==> config.mk <==
export PLATFORM = sky130hd
export DESIGN_NAME = map_ram_port_arbiter
export DESIGN_NICKNAME = d
export VERILOG_FILES = /design/src/rtl/map_pkg.sv /design/src/rtl/map_arb_starve_ctr.sv /design/src/rtl/map_ram_port_arbiter.sv
export SDC_FILE = /design/constraint.sdc
export NUM_CORES = 1
export LEC_CHECK = 0
export BUFFER_PORTS_ARGS = -buffer_cell sky130_fd_sc_hd__buf_2
export CAP_MARGIN = 20
export CORE_AREA = 2 2 260 262
export CTS_CLUSTER_SIZE = 10
export DETAILED_ROUTE_END_ITERATION = 8
export DIE_AREA = 0 0 262 264
export PLACE_DENSITY = 0.32
export SKIP_CTS_REPAIR_TIMING = 1
export SYNTH_ARGS = -nofsm -noshare
export SYNTH_HDL_FRONTEND = slang
export SYNTH_SLANG_ARGS = --single-unit
==> constraint.sdc <==
create_clock -name CLOCK_50 -period 2.9 [get_ports CLOCK_50]
set_clock_uncertainty 0.15 [all_clocks]
set_input_delay 0.58 -clock CLOCK_50 [delete_from_list [all_inputs] [get_ports CLOCK_50]]
set_output_delay 0.58 -clock CLOCK_50 [all_outputs]
set_load 0.01 [all_outputs]
==> src/rtl/map_pkg.sv <==
// Shared map RAM constants, cell codes and arbitration types.
// Rows are 160-bit words holding 40 cells of 4 bits each.
package map_pkg;

   localparam int ROWS   = 30;
   localparam int WORD_W = 160;
   localparam int ADDR_W = 5;

   typedef enum logic [3:0] {
      CELL_EMPTY  = 4'd0,
      CELL_PACMAN = 4'd4,
      CELL_GHOST  = 4'd5
   } cell_t;

   typedef enum logic [1:0] {
      OWN_NONE = 2'd0,
      OWN_WR   = 2'd1,
      OWN_VGA  = 2'd2,
      OWN_Q    = 2'd3
   } owner_t;

   typedef enum logic {
      ST_ARB    = 1'b0,
      ST_LOCKED = 1'b1
   } arb_state_t;

endpackage

==> src/rtl/map_arb_starve_ctr.sv <==
// Saturating count of consecutive denied query cycles; o_boost raises the
// query to top priority once the count reaches LIMIT.
module map_arb_starve_ctr #(
   parameter int LIMIT = 8
) (
   input  logic CLOCK_50,
   input  logic reset,
   input  logic i_req,
   input  logic i_gnt,
   output logic o_boost
);

   localparam int CW = $clog2(LIMIT + 1);

   logic [CW-1:0] r_cnt;

   always_ff @(posedge CLOCK_50) begin
      if (reset || !i_req || i_gnt)
         r_cnt <= '0;
      else if (r_cnt < CW'(LIMIT))
         r_cnt <= r_cnt + CW'(1);
   end

   assign o_boost = (r_cnt >= CW'(LIMIT));

endmodule

==> src/rtl/map_ram_port_arbiter.sv <==
// Arbitrates map RAM port B between sprite writer, VGA fetch and cell query;
// grant and RAM drive are combinational, read data returns one cycle later.
module map_ram_port_arbiter
   import map_pkg::*;
#(
   parameter int STARVE_LIMIT = 8
) (
   input  logic              CLOCK_50,
   input  logic              reset,
   input  logic              wr_req,
   input  logic              wr_lock,
   input  logic [ADDR_W-1:0] wr_addr,
   input  logic              wr_wren,
   input  logic [WORD_W-1:0] wr_data,
   output logic              wr_gnt,
   output logic              wr_valid,
   input  logic              vga_req,
   input  logic [ADDR_W-1:0] vga_addr,
   output logic              vga_gnt,
   output logic              vga_valid,
   input  logic              q_req,
   input  logic [ADDR_W-1:0] q_addr,
   output logic              q_gnt,
   output logic              q_valid,
   output logic [WORD_W-1:0] rdata,
   output logic [ADDR_W-1:0] ram_addr,
   output logic              ram_wren,
   output logic [WORD_W-1:0] ram_data,
   input  logic [WORD_W-1:0] ram_q,
   output logic              addr_err
);

   arb_state_t        r_state;
   arb_state_t        w_state_nxt;
   owner_t            w_owner;
   owner_t            w_rd_owner;
   owner_t            r_owner;
   logic              r_zero;
   logic              r_addr_err;
   logic [ADDR_W-1:0] r_ram_addr;
   logic [ADDR_W-1:0] w_sel_addr;
   logic              w_addr_ok;
   logic              w_boost;

   map_arb_starve_ctr #(
      .LIMIT (STARVE_LIMIT)
   ) u_starve (
      .CLOCK_50 (CLOCK_50),
      .reset    (reset),
      .i_req    (q_req),
      .i_gnt    (q_gnt),
      .o_boost  (w_boost)
   );

   always_ff @(posedge CLOCK_50) begin
      if (reset)
         r_state <= ST_ARB;
      else
         r_state <= w_state_nxt;
   end

   // Grants are suppressed while reset is held so nothing reaches the RAM.
   always_comb begin
      w_owner     = OWN_NONE;
      w_state_nxt = r_state;
      if (!reset) begin
         if (r_state == ST_LOCKED) begin
            if (wr_req)
               w_owner = OWN_WR;
         end else if (w_boost && q_req) begin
            w_owner = OWN_Q;
         end else if (wr_req) begin
            w_owner = OWN_WR;
         end else if (vga_req) begin
            w_owner = OWN_VGA;
         end else if (q_req) begin
            w_owner = OWN_Q;
         end
         case (r_state)
            ST_ARB:    if (w_owner == OWN_WR && wr_lock) w_state_nxt = ST_LOCKED;
            ST_LOCKED: if (!wr_lock) w_state_nxt = ST_ARB;
            default:   w_state_nxt = ST_ARB;
         endcase
      end
   end

   always_comb begin
      w_sel_addr = '0;
      case (w_owner)
         OWN_WR:  w_sel_addr = wr_addr;
         OWN_VGA: w_sel_addr = vga_addr;
         OWN_Q:   w_sel_addr = q_addr;
         default: w_sel_addr = '0;
      endcase
   end

   assign w_addr_ok  = (int'(w_sel_addr) < ROWS);
   assign w_rd_owner = (w_owner == OWN_WR && wr_wren) ? OWN_NONE : w_owner;

   assign wr_gnt   = (w_owner == OWN_WR);
   assign vga_gnt  = (w_owner == OWN_VGA);
   assign q_gnt    = (w_owner == OWN_Q);
   assign ram_addr = (w_owner == OWN_NONE) ? r_ram_addr : (w_addr_ok ? w_sel_addr : '0);
   assign ram_wren = wr_gnt && wr_wren && w_addr_ok;
   assign ram_data = wr_gnt ? wr_data : '0;

   always_ff @(posedge CLOCK_50) begin
      if (reset) begin
         r_owner    <= OWN_NONE;
         r_zero     <= 1'b0;
         r_addr_err <= 1'b0;
         r_ram_addr <= '0;
      end else begin
         r_owner    <= w_rd_owner;
         r_zero     <= !w_addr_ok;
         r_ram_addr <= ram_addr;
         if (w_owner != OWN_NONE && !w_addr_ok)
            r_addr_err <= 1'b1;
      end
   end

   // A strobe registered before reset must not escape during the reset cycle.
   assign wr_valid  = !reset && (r_owner == OWN_WR);
   assign vga_valid = !reset && (r_owner == OWN_VGA);
   assign q_valid   = !reset && (r_owner == OWN_Q);
   assign rdata     = r_zero ? '0 : ram_q;
   assign addr_err  = r_addr_err;

endmodule

After elaboration in Yosys (flattened, before gate mapping)
Cells that the tools add are included.

cells by class
  magnitude comparators = 3
  mux-type cells = 16
  bitwise gates (word level) = 1
  reduce and logical (&&, ||, !) cells = 16
  equal/unequal tests = 7
  add/sub/neg operators = 1

operators by type and width
  cell                                            number
  2-to-1 mux 160 bit                              2
  case mux 5 bit (3 select lines)                 1
  2-to-1 mux 2 bit                                7
  2-to-1 mux 5 bit                                2
  == test 2 bit (second input constant)           4
  logical AND 1 bit                               8
  == test 2 x 1 -> 1 bit (second input constant)  3
  < comparator 5 bit (second input constant)      1
  adder 4 x 1 -> 4 bit (second input constant)    1
  >= comparator 4 bit (second input constant)     1
  < comparator 4 bit (second input constant)      1
  logical NOT 1 bit                               3
  2-to-1 mux 1 bit                                3
  logical NOT 2 bit                               1
  logical OR 1 bit                                2
  case mux 1 bit (2 select lines)                 1
  nonzero test 2 bit                              1
  OR reduction 2 bit                              1
  inverter 1 bit                                  1

word-level totals
  word-level logic and storage cells = 50
  bits of input ports = 342
  flip-flop bits (word level) = 14

Logic depth before layout (Yosys ltp)
  depth after elaboration = 12
  mapped depth = 8
  depth with buffers taken out = 6

Modules after synthesis
Synthesis repeated with hierarchy kept, for this count alone.

unflattened totals
  cells, all modules = 440
  area, all modules = 2862.7 um^2

modules (own cells, without submodules)
  module                cells each  area an instance (um^2)  times used  sequential area each (um^2)
  map_ram_port_arbiter  421         2680.1                   1           200.2
  map_arb_starve_ctr    19          182.7                    1           80.1

Worst setup path after synthesis
No wires, ideal clock.

  path type = input port to output port
  start = in reset
  end = out ram_addr[0]
  arrival = 1.876 ns
  path slack = 0.294 ns
  required time = 2.170 ns
  cell stages on the path = 8
  cells stage by stage = buf_2 > nor2_2 > and3b_1 > buf_6 > a221o_1 > nand4_4 > inv_2 > o21ai_1

between the ends
  word-level cells in the longest chain between the ends = 6
  elaborated cells between the ends (all ways) = 9
  classes of those cells = 1 x order compare; 3 x eq/ne; 4 x mux; 1 x reduce/logical

ends and longest elaborated chain
  item                                 line                         source
  from (decl)                          map_ram_port_arbiter.sv:9    input logic reset,
  2-to-1 mux 2 bit (*)                 map_ram_port_arbiter.sv:66   if (!reset) begin
  == test 2 bit (*)                    -
  net vga_gnt                          map_ram_port_arbiter.sv:19   output logic vga_gnt,
  case mux 5 bit (3 select lines) (*)  map_ram_port_arbiter.sv:89   case (w_owner)
  < comparator 5 bit                   map_ram_port_arbiter.sv:97   assign w_addr_ok = (int'(w_sel_addr) < ROWS);
  2-to-1 mux 5 bit (*) (2 in a row)    map_ram_port_arbiter.sv:103  assign ram_addr = (w_owner == OWN_NONE) ? r_ram_addr : (w_addr_ok ? w_sel_addr : '0);
  to (decl)                            map_ram_port_arbiter.sv:26   output logic [ADDR_W-1:0] ram_addr,

Mark *: on every way through the listed nets, which the timed path passes. The rest lies on a longest branch.

Final worst setup path
  start = in wr_req
  end = out ram_addr[3]

between the ends
  word-level cells in the longest chain between the ends = 10
  elaborated cells between the ends (all ways) = 14
  classes of those cells = 1 x order compare; 3 x eq/ne; 9 x mux; 1 x reduce/logical

ends and longest elaborated chain
  item                                                            line                         source
  from (decl)                                                     map_ram_port_arbiter.sv:10   input logic wr_req,
  2-to-1 mux 2 bit                                                map_ram_port_arbiter.sv:72   end else if (wr_req) begin
  2-to-1 mux 2 bit                                                map_ram_port_arbiter.sv:70   end else if (w_boost && q_req) begin
  2-to-1 mux 2 bit (*)                                            map_ram_port_arbiter.sv:67   if (r_state == ST_LOCKED) begin
  2-to-1 mux 2 bit (*) (2 in a row)                               map_ram_port_arbiter.sv:66
  == test 2 bit / == test 2 x 1 -> 1 bit (equally long branches)  map_ram_port_arbiter.sv:89
  case mux 5 bit (3 select lines)                                 map_ram_port_arbiter.sv:89
  < comparator 5 bit                                              map_ram_port_arbiter.sv:97
  2-to-1 mux 5 bit                                                map_ram_port_arbiter.sv:103
  2-to-1 mux 5 bit (*)                                            map_ram_port_arbiter.sv:103

Mark *: on every way between the ends. The rest lies on a longest branch, timed or not. The select of a mux whose other input is x is not followed.

==> results.txt <==
Of all cell types, the one taking the most synthesized area is sky130_fd_sc_hd__and2_1. Yosys mapped a number of flops with a built-in enable equal to 0. The first global-routing pass estimated 62700 um of wire. Hold is met by 0.325 ns. The initialized floorplan defines 95 standard-cell rows. The DRC violation count after routing is 0, and the largest vdd supply drop is 0.000181 V. The number of H-tree levels was 1; the power density over the cells was 194 mW/mm2.

For this run, the total global-route usage over all layers was measured as 13.9%. Summing all flip-flop and latch instances after layout gives 285 um2. The count of buffers added on input and output ports is 674.

The total via count after detailed routing is 6058. The remaining max-slew budget at the tightest pin is 51.9%, and the combined area of all synthesized cells is 0.00290 mm2. TritonCTS built the clock tree. The detail route stage leaves a number of antenna-violating nets equal to 0.

The max-slew violation count is 0. The max-cap violation count is 0, and the total iterations of the first detailed-routing run is 4. The die footprint was 0.0692 mm2; the area used by multi-input combinational logic was 0.00247 mm2.

The netlist uses 36 different library cells. For the number of nets in the layout, the log shows 1446. Global routing consumed, on the met3 layer, 5.52% of the routing resources. The final routed wire length divided by cell count was 25.5 um; the largest fanout on the critical path was 6.

The run gives 28.3% as the met2 track demand over resource. Final worst slack: 0.0649 ns. Sequential elements use 9.67% of the synthesized area. The per-instance average area after synthesis was 6.63 um2.

In this run the standard cell core region covers 0.0666 mm2. The tools report the sink count of the clock tree as 14. The congestion estimate from routability-driven global placement came to 0.871.

The most frequently used flop master after synthesis is sky130_fd_sc_hd__dfxtp_1. The Yosys step of the flow raised 0 warnings. The post-synthesis async set-or-reset flop share is 0%.

The root buffer cell chosen for the clock tree is sky130_fd_sc_hd__clkbuf_16. In this run the count of I/O pins placed on the die edge is 675. Leaving out fill and tap cells, the most frequent cell in the layout is sky130_fd_sc_hd__buf_2.

Setup total negative slack on the finished layout was measured at 0 ns. Setup violations remaining at the end of the flow were counted as 0. At the pin with the least slew margin, the transition time is 0.722 ns. Most used routing layer in global routing: met2.

The worst path uses 97.8% of the clock period. Setup repair after global routing left no endpoint under its margin. The smallest clock period supported by the final layout is computed as 2.84 ns. Clock tree synthesis inserted a total of 3 buffers. After detailed routing, the total wire length is 51000 um. The die is 264 um tall. In this run the horizontal extent of the chip is 262 um. The logs give 0 for the number of hold violations in the final report and -0.0163 ns for the pre-CTS worst setup slack. Data arrives at the worst endpoint at 2.11 ns. Of the cells placed in the final design, the portion with a size suffix greater than 1 is 64.6%.

Counting every net in the synthesized netlist gives 781. Sorting the synthesized cells by area gives the leading types as sky130_fd_sc_hd__and2_1 (35%), sky130_fd_sc_hd__nor2b_1 (35%), sky130_fd_sc_hd__dfxtp_1 (9.7%). The worst setup path is launched from an input pin. Compared with the post-synthesis result, the final layout area differs by 163%.

For this run, global-route usage on met1 was measured as 13.0%. The run gives 0.00430 uW as the static leakage. Clock-pin slew was measured on the worst setup and hold paths at 0.05 ns. After detailed routing, the number of vias per cell comes to 3.03. The first routing iteration left 196 violations.

Layout filler cell count: 7889. The clock passes through at most 2 buffers. Leaving out fill and tap cells, the most frequent cells in the layout are sky130_fd_sc_hd__buf_2 (672), sky130_fd_sc_hd__and2_1 (164), sky130_fd_sc_hd__nor2b_1 (162). The overall overflow remaining after global route is 0, and the fraction of post-synthesis cell area in the top cell type by area is 35.4%.

The upper clock frequency limit came out at 353 MHz. In this run the worst hold path is classified as register to register. Via count of the first global-routing pass: 6215.

Detailed placement finished with a half-perimeter wire length of 47700 um. STA classifies the critical path endpoint as a primary output. The initial cell density of the core came out at 4.35%. The run gives 437 as the synthesized netlist cell count. The initial antenna violation count came out at 78.

For the required time reported for the critical path endpoint, the log shows 2.17 ns. The run finished with clean final reports. The synthesized design contains 14 register bits. Type of the worst setup path: input pin to primary output.

The logs give 0.25 ns for the clock latency reported for the late side of the worst-skew pair and 118 for the largest net degree at the start of global routing.
[routing by layer]
| layer | wire, um | vias to the layer above |
|---|---|---|
| li1 | - | 2698 |
| met1 | 16900 | 2720 |
| met2 | 27600 | 510 |
| met3 | 5500 | 108 |
| met4 | 782 | 22 |
| met5 | 153 | - |
[flip-flops by register name (all words and copies together) (netlist names)]
register	count
u_starve.r_cnt	4
r_zero	1
addr_err	1
r_owner	2
r_state	1
r_ram_addr	5
[path summary, 6_finish.rpt]
check                      to  startpoint  cells past startpoint  slack [ns]
setup / recovery  ram_addr[3]      wr_req                      8        0.06
hold reg to reg      addr_err    addr_err                      1        0.32
setup reg to reg     addr_err     r_state                      7        0.92
hold / removal       addr_err    addr_err                      1        0.32
[cell usage after synthesis (2+ instances only)]
cell type / n
sky130_fd_sc_hd__a22o_1: 2
sky130_fd_sc_hd__dfxtp_1: 14
sky130_fd_sc_hd__buf_2: 2
sky130_fd_sc_hd__clkbuf_1: 34
sky130_fd_sc_hd__a21oi_1: 2
sky130_fd_sc_hd__and2_1: 164
sky130_fd_sc_hd__ha_1: 2
sky130_fd_sc_hd__a21o_1: 4
sky130_fd_sc_hd__and3_1: 6
sky130_fd_sc_hd__nand2b_1: 2
sky130_fd_sc_hd__nor2b_1: 162
sky130_fd_sc_hd__nor3b_1: 3
sky130_fd_sc_hd__a221o_1: 4
sky130_fd_sc_hd__and4_1: 4
sky130_fd_sc_hd__nor2_1: 4
sky130_fd_sc_hd__inv_1: 5
sky130_fd_sc_hd__o21ai_1: 2
sky130_fd_sc_hd__nand2_1: 2
sky130_fd_sc_hd__a31oi_1: 2
[where the power goes]
part	internal [uW]	total (uW)	switching (uW)
Sequential	202	209	6.90
Combinational	448	971	523
Clock	209	297	87.6
Total	860	1480	617
[cells by family (layout without fill, tap and decap cells)]
logic type	Yosys count	after routing	share of synthesized area, %
AOI/OAI and AO/OA	22	22	5.83
xor gates and xnor gates	2	2	0.605
adders and majority gates	2	2	0.863
buffers and inverters	44	708	6.17
DFF	14	14	9.67
muxes	1	1	0.345
other	0	23	0
and+or+nand+nor	352	352	76.5
[metrics by stage]
step	std cells	total power, uW	utilization (%)	cell area, um2
after floorplan	437	546	-	2900
after global placement	1968	1210	11.2	7420
after detailed placement	1968	1200	11.2	7420
after CTS	1972	1510	11.3	7510
after global routing	1983	1570	11.4	7590
final	1997	1480	11.4	7620
[cell type report]
type                       instances  area share (%)
sequential                        14            3.74
timing repair buffer             698            47.2
tap                              873            14.3
multi-input combinational        379            32.5
clock buffer                       4            1.17
inverter                           6           0.296
antenna                           23           0.755
[critical path, stage by stage]
cell and delay [ns]:
sky130_fd_sc_hd__buf_2 0.13, sky130_fd_sc_hd__nand2b_1 0.14, sky130_fd_sc_hd__and3b_2 0.26, sky130_fd_sc_hd__a221o_1 0.38, sky130_fd_sc_hd__buf_4 0.15, sky130_fd_sc_hd__buf_4 0.12, sky130_fd_sc_hd__a22o_1 0.17, sky130_fd_sc_hd__buf_2 0.16
Note: power is estimated with default switching activity, not from simulation.
